File: src/rtl/pclk_mode_ctrl_if.sv
// Signal bundle between pclk_mode_ctrl and its requester / DCM / PLL neighbours.
// The master drives requests and lock status; the slave (the controller) drives programming and status.
interface pclk_mode_ctrl_if;
    logic [1:0] mode_sel;
    logic       mode_req;
    logic       dcm_progdone;
    logic       dcm_locked;
    logic       pll_locked;
    logic [7:0] pclk_m;
    logic [7:0] pclk_d;
    logic       dcm_go;
    logic       timing_rst;
    logic [1:0] mode_cur;
    logic       busy;
    logic       ready;
    logic       err;

    modport master (
        output mode_sel, mode_req, dcm_progdone, dcm_locked, pll_locked,
        input  pclk_m, pclk_d, dcm_go, timing_rst, mode_cur, busy, ready, err
    );

    modport slave (
        input  mode_sel, mode_req, dcm_progdone, dcm_locked, pll_locked,
        output pclk_m, pclk_d, dcm_go, timing_rst, mode_cur, busy, ready, err
    );
endinterface

File: src/rtl/pclk_mode_ctrl.sv
// DCM_CLKGEN pixel-clock reprogramming sequencer with DCM/PLL lock supervision.
// Define PCLK_MODE_CTRL_RETRY_EN to retry the same mode up to MAX_RETRY times on lock timeout.
module pclk_mode_ctrl #(
    parameter int unsigned DEF_MODE    = 2,
    parameter int unsigned HOLD_CYC    = 16,
    parameter int unsigned TIMEOUT_CYC = 1000000,
    parameter int unsigned SETTLE_CYC  = 64,
    parameter int unsigned MAX_RETRY   = 3
) (
    input  logic            clk,
    input  logic            rst_,
    pclk_mode_ctrl_if.slave bus
);
    localparam int unsigned HW  = $clog2(HOLD_CYC + 1);
    localparam int unsigned SW  = $clog2(SETTLE_CYC + 1);
    localparam logic [1:0]  DEF = 2'(DEF_MODE);

    typedef enum logic [2:0] {HOLD, PROG, WAIT_DCM, WAIT_PLL, RUN, ERR} state_t;

    // {M-1, D-1} for each video mode
    function automatic logic [15:0] mode_md(input logic [1:0] m);
        case (m)
            2'd0:    mode_md = {8'd62,  8'd124};
            2'd1:    mode_md = {8'd26,  8'd49};
            2'd2:    mode_md = {8'd198, 8'd133};
            default: mode_md = {8'd198, 8'd66};
        endcase
    endfunction

    state_t          state, nxt;
    logic [HW-1:0]   hold_cnt;
    logic [SW-1:0]   settle_cnt;
    logic [19:0]     tmo_cnt;
    logic            pend_vld;
    logic [1:0]      pend_mode;
    logic [1:0]      mode_q;
    logic [15:0]     md_q;
    logic [1:0]      tgt;
    logic            load;
    logic            tmo_hit;
    logic            retry_ok;
    logic            busy_state;
    logic            dcm_go_d, timing_rst_d, busy_d, ready_d, err_d;
    logic            dcm_go_q, timing_rst_q, busy_q, ready_q, err_q;

    assign tmo_hit    = (tmo_cnt == 20'(TIMEOUT_CYC - 1));
    assign busy_state = (state != RUN) && (state != ERR);

`ifdef PCLK_MODE_CTRL_RETRY_EN
    logic [7:0] retry_cnt;
    assign retry_ok = (retry_cnt < 8'(MAX_RETRY));

    // Outside RUN/ERR a reload without mode_req can only be a timeout retry.
    always_ff @(posedge clk or negedge rst_) begin
        if (!rst_)
            retry_cnt <= '0;
        else if (bus.mode_req || nxt == RUN || state == RUN)
            retry_cnt <= '0;
        else if (load)
            retry_cnt <= retry_cnt + 8'd1;
    end
`else
    assign retry_ok = 1'b0;
`endif

    always_ff @(posedge clk or negedge rst_) begin
        if (!rst_)
            state <= HOLD;
        else
            state <= nxt;
    end

    always_comb begin
        nxt  = state;
        load = 1'b0;
        tgt  = mode_q;
        unique case (state)
            HOLD: if (hold_cnt == HW'(HOLD_CYC - 1)) nxt = PROG;
            PROG: nxt = WAIT_DCM;
            WAIT_DCM: begin
                if (bus.dcm_progdone && bus.dcm_locked)
                    nxt = WAIT_PLL;
                else if (tmo_hit) begin
                    nxt  = retry_ok ? HOLD : ERR;
                    load = retry_ok;
                end
            end
            WAIT_PLL: begin
                if (bus.pll_locked && settle_cnt == SW'(SETTLE_CYC - 1))
                    nxt = RUN;
                else if (tmo_hit) begin
                    nxt  = retry_ok ? HOLD : ERR;
                    load = retry_ok;
                end
            end
            RUN: begin
                if (bus.mode_req) begin
                    nxt  = HOLD;
                    load = 1'b1;
                    tgt  = bus.mode_sel;
                end else if (pend_vld) begin
                    nxt  = HOLD;
                    load = 1'b1;
                    tgt  = pend_mode;
                end else if (!bus.dcm_locked || !bus.pll_locked) begin
                    nxt  = HOLD;
                    load = 1'b1;
                end
            end
            ERR: begin
                if (bus.mode_req) begin
                    nxt  = HOLD;
                    load = 1'b1;
                    tgt  = bus.mode_sel;
                end
            end
            default: nxt = HOLD;
        endcase
    end

    // timing_rst rises with HOLD entry but only falls once RUN has held for a cycle.
    always_comb begin
        dcm_go_d     = (nxt == PROG);
        timing_rst_d = !((state == RUN) && (nxt == RUN));
        busy_d       = (nxt != RUN) && (nxt != ERR);
        ready_d      = (nxt == RUN);
        err_d        = (nxt == ERR);
    end

    always_ff @(posedge clk or negedge rst_) begin
        if (!rst_) begin
            dcm_go_q     <= 1'b0;
            timing_rst_q <= 1'b1;
            busy_q       <= 1'b1;
            ready_q      <= 1'b0;
            err_q        <= 1'b0;
        end else begin
            dcm_go_q     <= dcm_go_d;
            timing_rst_q <= timing_rst_d;
            busy_q       <= busy_d;
            ready_q      <= ready_d;
            err_q        <= err_d;
        end
    end

    always_ff @(posedge clk or negedge rst_) begin
        if (!rst_) begin
            hold_cnt   <= '0;
            settle_cnt <= '0;
            tmo_cnt    <= '0;
            pend_vld   <= 1'b0;
            pend_mode  <= '0;
            mode_q     <= DEF;
            md_q       <= mode_md(DEF);
        end else begin
            hold_cnt   <= (state == HOLD && nxt == HOLD) ? hold_cnt + HW'(1) : '0;
            settle_cnt <= (state == WAIT_PLL && bus.pll_locked) ? settle_cnt + SW'(1) : '0;
            tmo_cnt    <= (state == WAIT_DCM || state == WAIT_PLL) ? tmo_cnt + 20'd1 : '0;
            if (bus.mode_req && busy_state) begin
                pend_vld  <= 1'b1;
                pend_mode <= bus.mode_sel;
            end else if (load && !busy_state) begin
                pend_vld  <= 1'b0;
            end
            if (load) begin
                mode_q <= tgt;
                md_q   <= mode_md(tgt);
            end
        end
    end

    assign bus.pclk_m     = md_q[15:8];
    assign bus.pclk_d     = md_q[7:0];
    assign bus.mode_cur   = mode_q;
    assign bus.dcm_go     = dcm_go_q;
    assign bus.timing_rst = timing_rst_q;
    assign bus.busy       = busy_q;
    assign bus.ready      = ready_q;
    assign bus.err        = err_q;
endmodule

File: src/flat_wrapper.sv
// flat-port wrapper written by rule: the top's interface ports become plain ports
module pclk_mode_ctrl_flat 
#(
    parameter int unsigned DEF_MODE    = 2,
    parameter int unsigned HOLD_CYC    = 16,
    parameter int unsigned TIMEOUT_CYC = 1000000,
    parameter int unsigned SETTLE_CYC  = 64,
    parameter int unsigned MAX_RETRY   = 3
)
  (clk, rst_, bus_mode_sel, bus_mode_req, bus_dcm_progdone, bus_dcm_locked, bus_pll_locked, bus_pclk_m, bus_pclk_d, bus_dcm_go, bus_timing_rst, bus_mode_cur, bus_busy, bus_ready, bus_err);
  pclk_mode_ctrl_if bus_i ();
  input  logic clk;
  input  logic rst_;
  input wire logic [$bits(bus_i.mode_sel)-1:0] bus_mode_sel;
  input wire logic [$bits(bus_i.mode_req)-1:0] bus_mode_req;
  input wire logic [$bits(bus_i.dcm_progdone)-1:0] bus_dcm_progdone;
  input wire logic [$bits(bus_i.dcm_locked)-1:0] bus_dcm_locked;
  input wire logic [$bits(bus_i.pll_locked)-1:0] bus_pll_locked;
  output wire logic [$bits(bus_i.pclk_m)-1:0] bus_pclk_m;
  output wire logic [$bits(bus_i.pclk_d)-1:0] bus_pclk_d;
  output wire logic [$bits(bus_i.dcm_go)-1:0] bus_dcm_go;
  output wire logic [$bits(bus_i.timing_rst)-1:0] bus_timing_rst;
  output wire logic [$bits(bus_i.mode_cur)-1:0] bus_mode_cur;
  output wire logic [$bits(bus_i.busy)-1:0] bus_busy;
  output wire logic [$bits(bus_i.ready)-1:0] bus_ready;
  output wire logic [$bits(bus_i.err)-1:0] bus_err;
  assign bus_i.mode_sel = bus_mode_sel;
  assign bus_i.mode_req = bus_mode_req;
  assign bus_i.dcm_progdone = bus_dcm_progdone;
  assign bus_i.dcm_locked = bus_dcm_locked;
  assign bus_i.pll_locked = bus_pll_locked;
  assign bus_pclk_m = bus_i.pclk_m;
  assign bus_pclk_d = bus_i.pclk_d;
  assign bus_dcm_go = bus_i.dcm_go;
  assign bus_timing_rst = bus_i.timing_rst;
  assign bus_mode_cur = bus_i.mode_cur;
  assign bus_busy = bus_i.busy;
  assign bus_ready = bus_i.ready;
  assign bus_err = bus_i.err;
  pclk_mode_ctrl #(.DEF_MODE(DEF_MODE), .HOLD_CYC(HOLD_CYC), .TIMEOUT_CYC(TIMEOUT_CYC), .SETTLE_CYC(SETTLE_CYC), .MAX_RETRY(MAX_RETRY)) u_core (.clk(clk), .rst_(rst_), .bus(bus_i));
endmodule
File: config.mk
export PLATFORM = sky130hd
export DESIGN_NAME = pclk_mode_ctrl_flat
export DESIGN_NICKNAME = d
export VERILOG_FILES = /design/src/rtl/pclk_mode_ctrl_if.sv /design/src/rtl/pclk_mode_ctrl.sv /design/src/flat_wrapper.sv
export SDC_FILE = /design/constraint.sdc
export NUM_CORES = 1
export LEC_CHECK = 0
export ABC_AREA = 1
export CAP_MARGIN = 5
export CELL_PAD_IN_SITES_DETAIL_PLACEMENT = 1
export CELL_PAD_IN_SITES_GLOBAL_PLACEMENT = 2
export CORE_ASPECT_RATIO = 0.7
export CORE_MARGIN = 2
export CORE_UTILIZATION = 35
export DETAILED_ROUTE_END_ITERATION = 12
export PLACE_DENSITY = 0.89
export SKIP_LAST_GASP = 1
export SLEW_MARGIN = 20
export SYNTH_ARGS = -nofsm -noshare
export SYNTH_HDL_FRONTEND = slang
export SYNTH_SLANG_ARGS = --single-unit
File: constraint.sdc
create_clock -name clk -period 3.45 [get_ports clk]
set_input_delay 0.69 -clock clk [delete_from_list [all_inputs] [get_ports clk]]
set_output_delay 0.69 -clock clk [all_outputs]
set_load 0.02 [all_outputs]
==> summary.md, run 1 <==
Of all cell types, the one taking the most synthesized area is sky130_fd_sc_hd__dfrtp_1. The tools report the number of antenna violations at the first check in global routing as 0. The worst setup path is launched from an input pin.

The final route contains 2302 vias. Counting both buffers and inverters, the worst setup path holds a total of 4. The clock insertion delay at the later pin of the skew report is 0.29 ns. In this run the critical register-to-register path is captured at u_core.md_q[0]. The cell area that synthesis handed to floorplanning was 2861 sq um. The number of inserted diodes came out at 0. The startpoint identified for the worst register-to-register timing path is u_core.state[1]. Data on the critical path is required at its endpoint by 3.67 ns.

The post-detailed-route DRC marker count was 0. The leakage power total is 1.633 nW. Data on the critical path arrives at its endpoint at 2.80 ns. Final hold analysis gives a worst-case slack of 0.4670 ns. After the first detailed-routing iteration, the DRC count stood at 104. For the remaining antenna violation count after routing, the log shows 0.

Counting stages on the worst path, the most repeated cell is sky130_fd_sc_hd__inv_1. The count of flip-flops with a built-in enable after synthesis is 0. Most frequently used cell type in the post-synthesis netlist: sky130_fd_sc_hd__nand2_1. The average via count per standard cell was 4.846; the max-slew violation total from the final report was 0. Across the VDD grid, the largest voltage drop is 0.1898 mV.

The CTS H-tree depth came out at 2. The run gives 6829 um as the total length of routed wires. On the worst path, the slowest cell contributes a delay of 0.55 ns. Traced cell by cell, the critical path runs through clkdlybuf4s50_1 -> inv_1 -> nand2_1 -> inv_1 -> nand2_1 -> o2111ai_1 -> o21ai_0 -> inv_1 -> ha_1 -> mux2_2. The post-synthesis area per instance is 8.270 sq um, and the wire length per cell after detailed routing is 14.38 um. The first global-routing pass estimated 11580 um of wire.

The run gives 0.5652 ns as the worst slack after detailed placement. Share of flip-flops with an asynchronous set or reset: 100.0%. No sink is reached through more buffers than the 2 on the longest clock path.

The tools report the number of instances resized during post-cts repair as 0. The die boundary height was 79.65 um. The tools report the clock tree skew after final layout as 0.006813 ns. The sequential cell area fraction in the yosys report came out at 47.57%.

The worst path in the final design needs a cycle of 2.586 ns, including I/O delays and setup. Clock tree synthesis selected as its root buffer the cell sky130_fd_sc_hd__clkbuf_16. Via count of the first global-routing pass: 2318. The kind of cell adding the most delay to the critical path was buffers and inverters. The type of the setup path with the least slack was input pin to flip-flop. The worst register-to-register path has a depth of 7. Setup repair after global routing left no endpoint under its margin. The chip width was 112.1 um. The relative slew slack is 48.50%, and the power per cell area is 354.8 nW/um^2.

After clock tree synthesis, the clock-pin slew on the worst setup and hold paths is 0.07 ns. The commonest cells after synthesis are sky130_fd_sc_hd__nand2_1 (74), sky130_fd_sc_hd__nor2_1 (57), sky130_fd_sc_hd__dfrtp_1 (46). The worst path uses 74.95% of the clock period. In this run the register-to-register setup slack is 1.25 ns. The number of buffers added by the clock tree synthesis step came out at 5. After legalization and detailed placement, the total HPWL measured 5119 um.

Once the clock tree was built, the setup fixing pass inserted 0 buffers. The tools report the number of core rows as 27. For this design, the CTS-stage hold fixing added 0 buffers.

The tools report the setup slack after layout as 0.8641 ns. Relative to the synthesized area, the layout overhead comes to 16.88%. The number of placed I/O pins came out at 31. The fmax is 0.3867 GHz. The largest individual stage delay along the critical path comes from the cell sky130_fd_sc_hd__clkdlybuf4s50_1.

The flow ran to the end, and the final reports show no timing, DRC or antenna violations. The Yosys step of the flow raised 0 warnings. Cells with a size suffix above 1 make up 11.50% of the layout. The worst setup path is captured at a flip-flop.

The floorplan step defined a core boundary enclosing 7905 sq um. Setup total negative slack on the finished layout was measured at 0 ns. Synthesis produced a netlist with a net count of 364.

The logs give 37 for the count of distinct cell types in the synthesized netlist and 467 for the number of placed instances with taps included. The net total in the final layout came out at 391. Dominant register cell in the synthesized netlist: sky130_fd_sc_hd__dfrtp_1.

In this run the worst path has a maximum fanout of 7. Register bit total from synthesis: 54. TritonCTS built the clock tree. The post-synthesis cell count came out at 346. The length of the first detailed-routing pass in iterations was 4; the final RePlAce weighted congestion was 0.8700.

Yosys attributes the largest share of cell area to sky130_fd_sc_hd__dfrtp_1 (40%), sky130_fd_sc_hd__nand2_1 (9.7%), sky130_fd_sc_hd__nor2_1 (7.5%). The hold violation total from the final report was 0; the fraction of the core area covered by cells at the end of the flow was 42.31%. Total track usage: 16.23%.

The sink count of the clock tree is 54. For this run, the number of standard cells in the final layout without fillers is 475. The initial utilization of the core area, before any placement, comes to 36.20%. The logs give 0 for the overflow left after global routing and 35 for the maximum number of pins on one net before global-route repair. The number of buffers inserted by port buffering is 28, and the area enclosed by the die boundary is 8926 sq um.

The share of the synthesized area in the top cell type is 40.23%, and the final number of setup-violating endpoints is 0. The path class of the lowest-slack min-delay path was input pin to async pin. The tool flagged a number of max-cap violations equal to 0. At the pin with the least slew margin, the transition time is 0.7726 ns.
==> cells in the final DEF, fill, tap and decap left out, types with 8 or more instances in the layout <==
master	instances
sky130_fd_sc_hd__nand3_1	19
sky130_fd_sc_hd__dfrtp_1	46
sky130_fd_sc_hd__dfstp_2	8
sky130_fd_sc_hd__ha_1	10
sky130_fd_sc_hd__nand2_1	74
sky130_fd_sc_hd__a21oi_1	11
sky130_fd_sc_hd__o21ai_0	12
sky130_fd_sc_hd__inv_1	44
sky130_fd_sc_hd__clkdlybuf4s50_1	27
sky130_fd_sc_hd__nor2_1	57
==> where the power goes <==
| part | leakage (nW) | switching [mW] | total [mW] | internal (mW) |
|---|---|---|---|---|
| clock | 0.0708 | 0.234 | 0.504 | 0.270 |
| combinational | 0.871 | 0.0265 | 0.0392 | 0.0127 |
| sequential | 0.691 | 0.00466 | 0.643 | 0.639 |
| total | 1.63 | 0.265 | 1.19 | 0.922 |
==> worst max path at each step <==
stage,start,endpoint,slack [ns],depth (start not counted)
floorplan,bus_mode_req,u_core.md_q[0],1.46,9
global placement,bus_mode_req,u_core.md_q[0],0.77,10
detailed placement,bus_mode_req,u_core.md_q[0],0.57,10
CTS,bus_mode_req,u_core.md_q[0],0.86,10
global route,bus_mode_req,u_core.md_q[0],0.71,10
finish,bus_mode_req,u_core.md_q[0],0.86,10
==> routing by layer <==
metal	global-route usage (%)	wire, um	vias to the layer above
li1	-	-	1144
met1	24.52	3688	1134
met2	24.67	2976	22
met3	3.037	139	2
met4	2.561	23	0
met5	0	0	-
==> layout make-up <==
| type | count | area (sq um) |
|---|---|---|
| clock inverter | 2 | 13.76 |
| fill | 975 | 4561 |
| tap | 101 | 126.4 |
| timing repair buffer | 29 | 282.8 |
| clock buffer | 6 | 128.9 |
| multi-input combinational | 236 | 1255 |
| sequential | 54 | 1361 |
| inverter | 47 | 176.4 |
==> registers in the layout, summed over array words and instances (netlist names) <==
register and flops:
u_core.bus.busy 1, u_core.bus.dcm_go 1, u_core.bus.err 1, u_core.bus.mode_cur 2
u_core.bus.ready 1, u_core.bus.timing_rst 1, u_core.hold_cnt 5, u_core.md_q 9
u_core.pend_mode 2, u_core.pend_vld 1, u_core.settle_cnt 7, u_core.state 3
u_core.tmo_cnt 20
==> through the flow <==
stage,instance area (sq um),power [mW]
2_1_floorplan,2861,0.6699
3_3_place_gp,3202,0.6951
3_5_place_dp,3202,0.6968
4_1_cts,3344,1.199
5_1_grt,3344,1.237
6_report,3344,1.187
==> cells by family (layout without fill, tap and decap cells) <==
| group | Yosys count | in the layout | synth area share (%) |
|---|---|---|---|
| simple gates | 185 | 185 | 30.56 |
| mux | 2 | 2 | 0.7870 |
| xor+xnor | 5 | 5 | 1.530 |
| flops | 54 | 54 | 47.57 |
| other cells | 2 | 2 | 0.2625 |
| buf+inv | 56 | 84 | 8.570 |
| compound gates | 32 | 32 | 6.341 |
| fa+ha+maj | 10 | 10 | 4.373 |
No activity file was read; power rests on OpenSTA's default activity.
==> run 2: changes to the inputs <==
--- a/config.mk
+++ b/config.mk
@@ -11,9 +11,9 @@
 export CELL_PAD_IN_SITES_GLOBAL_PLACEMENT = 2
 export CORE_ASPECT_RATIO = 0.7
 export CORE_MARGIN = 2
-export CORE_UTILIZATION = 35
+export CORE_UTILIZATION = 30
 export DETAILED_ROUTE_END_ITERATION = 12
-export PLACE_DENSITY = 0.89
+export PLACE_DENSITY = 0.81
 export SKIP_LAST_GASP = 1
 export SLEW_MARGIN = 20
 export SYNTH_ARGS = -nofsm -noshare
==> constraint.sdc (replaced) <==
create_clock -name clk -period 2.1 [get_ports clk]
set_input_delay 0.42 -clock clk [delete_from_list [all_inputs] [get_ports clk]]
set_output_delay 0.42 -clock clk [all_outputs]
set_load 0.02 [all_outputs]
==> run 2 against run 1 <==
Critical path depth stayed put. Wire length increased by 4.1%. Via count is 0.30% higher. Sequential power is 65% higher. Non-clock buffer count up 11. Largest power group is now the clock network.
==> summary.md, run 2 (same netlist as run 1, synthesis figures left out) <==
For the max-slew violation total from the final report, the log shows 0 (unchanged). Sum of net half-perimeters after detailed placement: 5458 um (+6.6%). The tools report the nature of the critical path startpoint as a flip-flop. The flip-flop count of the largest register after layout works out to 20 (unchanged). The tools report the final number of setup-violating endpoints as 0 (unchanged). The slowest stage of the critical path is the sky130_fd_sc_hd__dfrtp_1 cell. Most common library cell in the layout ignoring fill and taps: sky130_fd_sc_hd__nand2_1. For the via count of the first global-routing pass, the log shows 2432 (+4.9%). Grouping stages by cell kind, the critical path spends the most delay in flip-flops.

The logs give 0.16 ns (-1.09 ns) for the setup slack on the worst flop-to-flop path and 0 (unchanged) for the post-detailed-route DRC marker count. The core box area is 9180 sq um (+16%). Based on the critical path, the design can be clocked at up to 0.5149 GHz.

For the overflow left after global routing, the log shows 0 (unchanged). The maximum cell stage delay along the critical path is 0.45 ns (-0.10 ns), and the number of inserted diodes is 0 (unchanged). The logs give 2.210 mW (+86%) for the total power and 14.99% (-1.2 points) for the total track usage. The peak fanout along the critical path was 5 (-2). The worst path buffer plus inverter count works out to 3 (-1).

The area enclosed by the die boundary is 10350 sq um (+16%). The worst hold path belongs to the class input pin to async pin. The net total in the final layout is 402 (+2.8%), and the maximum number of pins on one net before global-route repair is 41 (+17%). The non-filler instance count after layout is 509 (+7.2%), and the remaining antenna violation count after routing is 0 (unchanged).

Traced cell by cell, the critical path runs through inv_2 -> nand3_2 -> nand2_4 -> inv_1 -> a21oi_1 -> nand3_1 -> o21ai_2 -> inv_1 -> ha_1 -> mux2_2. The critical path endpoint category was a flip-flop. The run gives 31.17% (-5.0 points) as the starting utilization of the core area. The run gives 2 (unchanged) as the number of buffers on the longest clock path.

Number of placed I/O pins: 31 (unchanged). The number of buffers added by the clock tree synthesis step came out at 5 (unchanged). The largest register by flop count was u_core.tmo_cnt.

The total of max-cap violations is 0 (unchanged), and the clock insertion delay at the later pin of the skew report is 0.30 ns (about the same). The length of the first detailed-routing pass in iterations is 4 (unchanged), and the part of the cycle the worst path needs is 92.48%. The flow ran to the end, and the final reports show no timing, DRC or antenna violations.

The sink count of the clock tree was 54 (unchanged). The number of buffers inserted by port buffering works out to 28 (unchanged). The total length of routed wires is 7108 um (+4.1%). The run gives 2.33 ns (-1.34 ns) as the required time of the critical path. The run gives 0.8429 (-3.1%) as the final RePlAce weighted congestion. The logs give 2.18 ns (-0.62 ns) for the worst endpoint data arrival time and 0 (unchanged) for the number of antenna violations at the first check in global routing. After layout, the minimum clock period comes to 1.942 ns.

The number of buffers added to fix hold violations after cts is 0 (unchanged). The worst register-to-register path ends at u_core.md_q[0]. The hold violation total from the final report is 0 (unchanged). The tools report the launch point of the critical path as u_core.state[0]. The die boundary height is 85.71 um (+7.6%), and the chip width is 120.7 um (+7.7%). In this design, the critical path's most frequently occurring cell is sky130_fd_sc_hd__inv_1. The wire length per cell after detailed routing was 13.96 um (-2.9%); the leakage power total was 1.706 nW (+4.5%).

The average via count per standard cell works out to 4.536 (-6.4%). The tools report the CTS H-tree depth as 2 (unchanged). The number of placed instances with taps included came out at 500 (+7.1%). The tree is rooted in a sky130_fd_sc_hd__clkbuf_16. In the layout the commonest cells are sky130_fd_sc_hd__nand2_1 (74), sky130_fd_sc_hd__nor2_1 (57), sky130_fd_sc_hd__dfrtp_1 (46). The power per cell area works out to 627.0 nW/um^2 (+77%). The clock-pin slew on the worst setup and hold paths came out at 0.07 ns (about the same). TritonCTS built the clock tree.

The number of cells on the worst reg-to-reg path is 10 (+3). The maximum vdd ir drop is 0.3447 mV (+82%). From synthesis to final layout, the design area changed by 23.17%. The largest registers in the layout are u_core.tmo_cnt: 20 flops, u_core.md_q: 9 flops, u_core.settle_cnt: 7 flops. The tools report the first-pass GRT wire length as 12050 um (+4.1%). The total number of vias was 2309 (+0.30%).

Fraction of layout instances using a drive strength above 1: 14.81% (+3.3 points). The startpoint identified for the worst register-to-register timing path is u_core.state[0]. For the number of core rows, the log shows 29 (+7.4%). The critical path is of the flip-flop to flip-flop type. The violation count after the first detailed-route iteration was 82 (-21%). The run gives 38.39% (-3.9 points) as the fraction of the core area covered by cells at the end of the flow.

Setup repair after global routing could not meet its margin everywhere. Clock tree skew after final layout: 0.006076 ns (-0.0007376 ns).
## run 2: layout make-up
cell class | instances | area (sq um)
fill | 1093 | 5655
sequential | 54 | 1361
multi-input combinational | 236 | 1260
timing repair buffer | 40 | 377.9
inverter | 47 | 176.4
tap | 124 | 155.1
clock buffer | 5 | 125.1
clock inverter | 3 | 68.82
## run 2: per-layer routing
metal / wire (um) / share of wire [%] / global-route usage [%]
met1: 3765 / 53 / 22.54
met2: 3026 / 43 / 21.31
met3: 219 / 3.1 / 3.258
met4: 97 / 1.4 / 4.757
met5: 0 / 0 / 0
## run 2: power by group
part	internal (mW)	switching, mW	total [mW]
Clock	0.685	0.394	1.08
Combinational	0.0265	0.0468	0.0733
Sequential	1.05	0.00769	1.06
## run 2: how the worst max path moves through the flow
| stage | to | slack [ns] | cells after the start |
|---|---|---|---|
| after floorplan | u_core.md_q[0] | 0.26 | 10 |
| after global placement | u_core.md_q[0] | -0.07 | 10 |
| after detailed placement | u_core.md_q[0] | -0.18 | 10 |
| after CTS | u_core.md_q[0] | 0.11 | 10 |
| after global routing | u_core.md_q[0] | -0.01 | 11 |
| final | u_core.md_q[0] | 0.16 | 10 |
## run 2: through the flow
stage	setup TNS [ns]	setup slack, ns	hold slack [ns]	area [sq um]
5_1_grt	-0.01372	-0.01372	0.04172	3525
2_1_floorplan	0	0.2583	0.1244	2861
3_5_place_dp	-0.6001	-0.1838	0.3564	3318
4_1_cts	0	0.1064	0.03122	3512
6_report	0	0.1578	0.02803	3525
3_3_place_gp	-0.09133	-0.06762	0.3514	3318
## run 2: timing repair
action / 4_1_cts / 5_1_grt
buffers inserted: 0 / 1
endpoints found under the setup margin: 0 / 4
gates resized for setup: 0 / 4
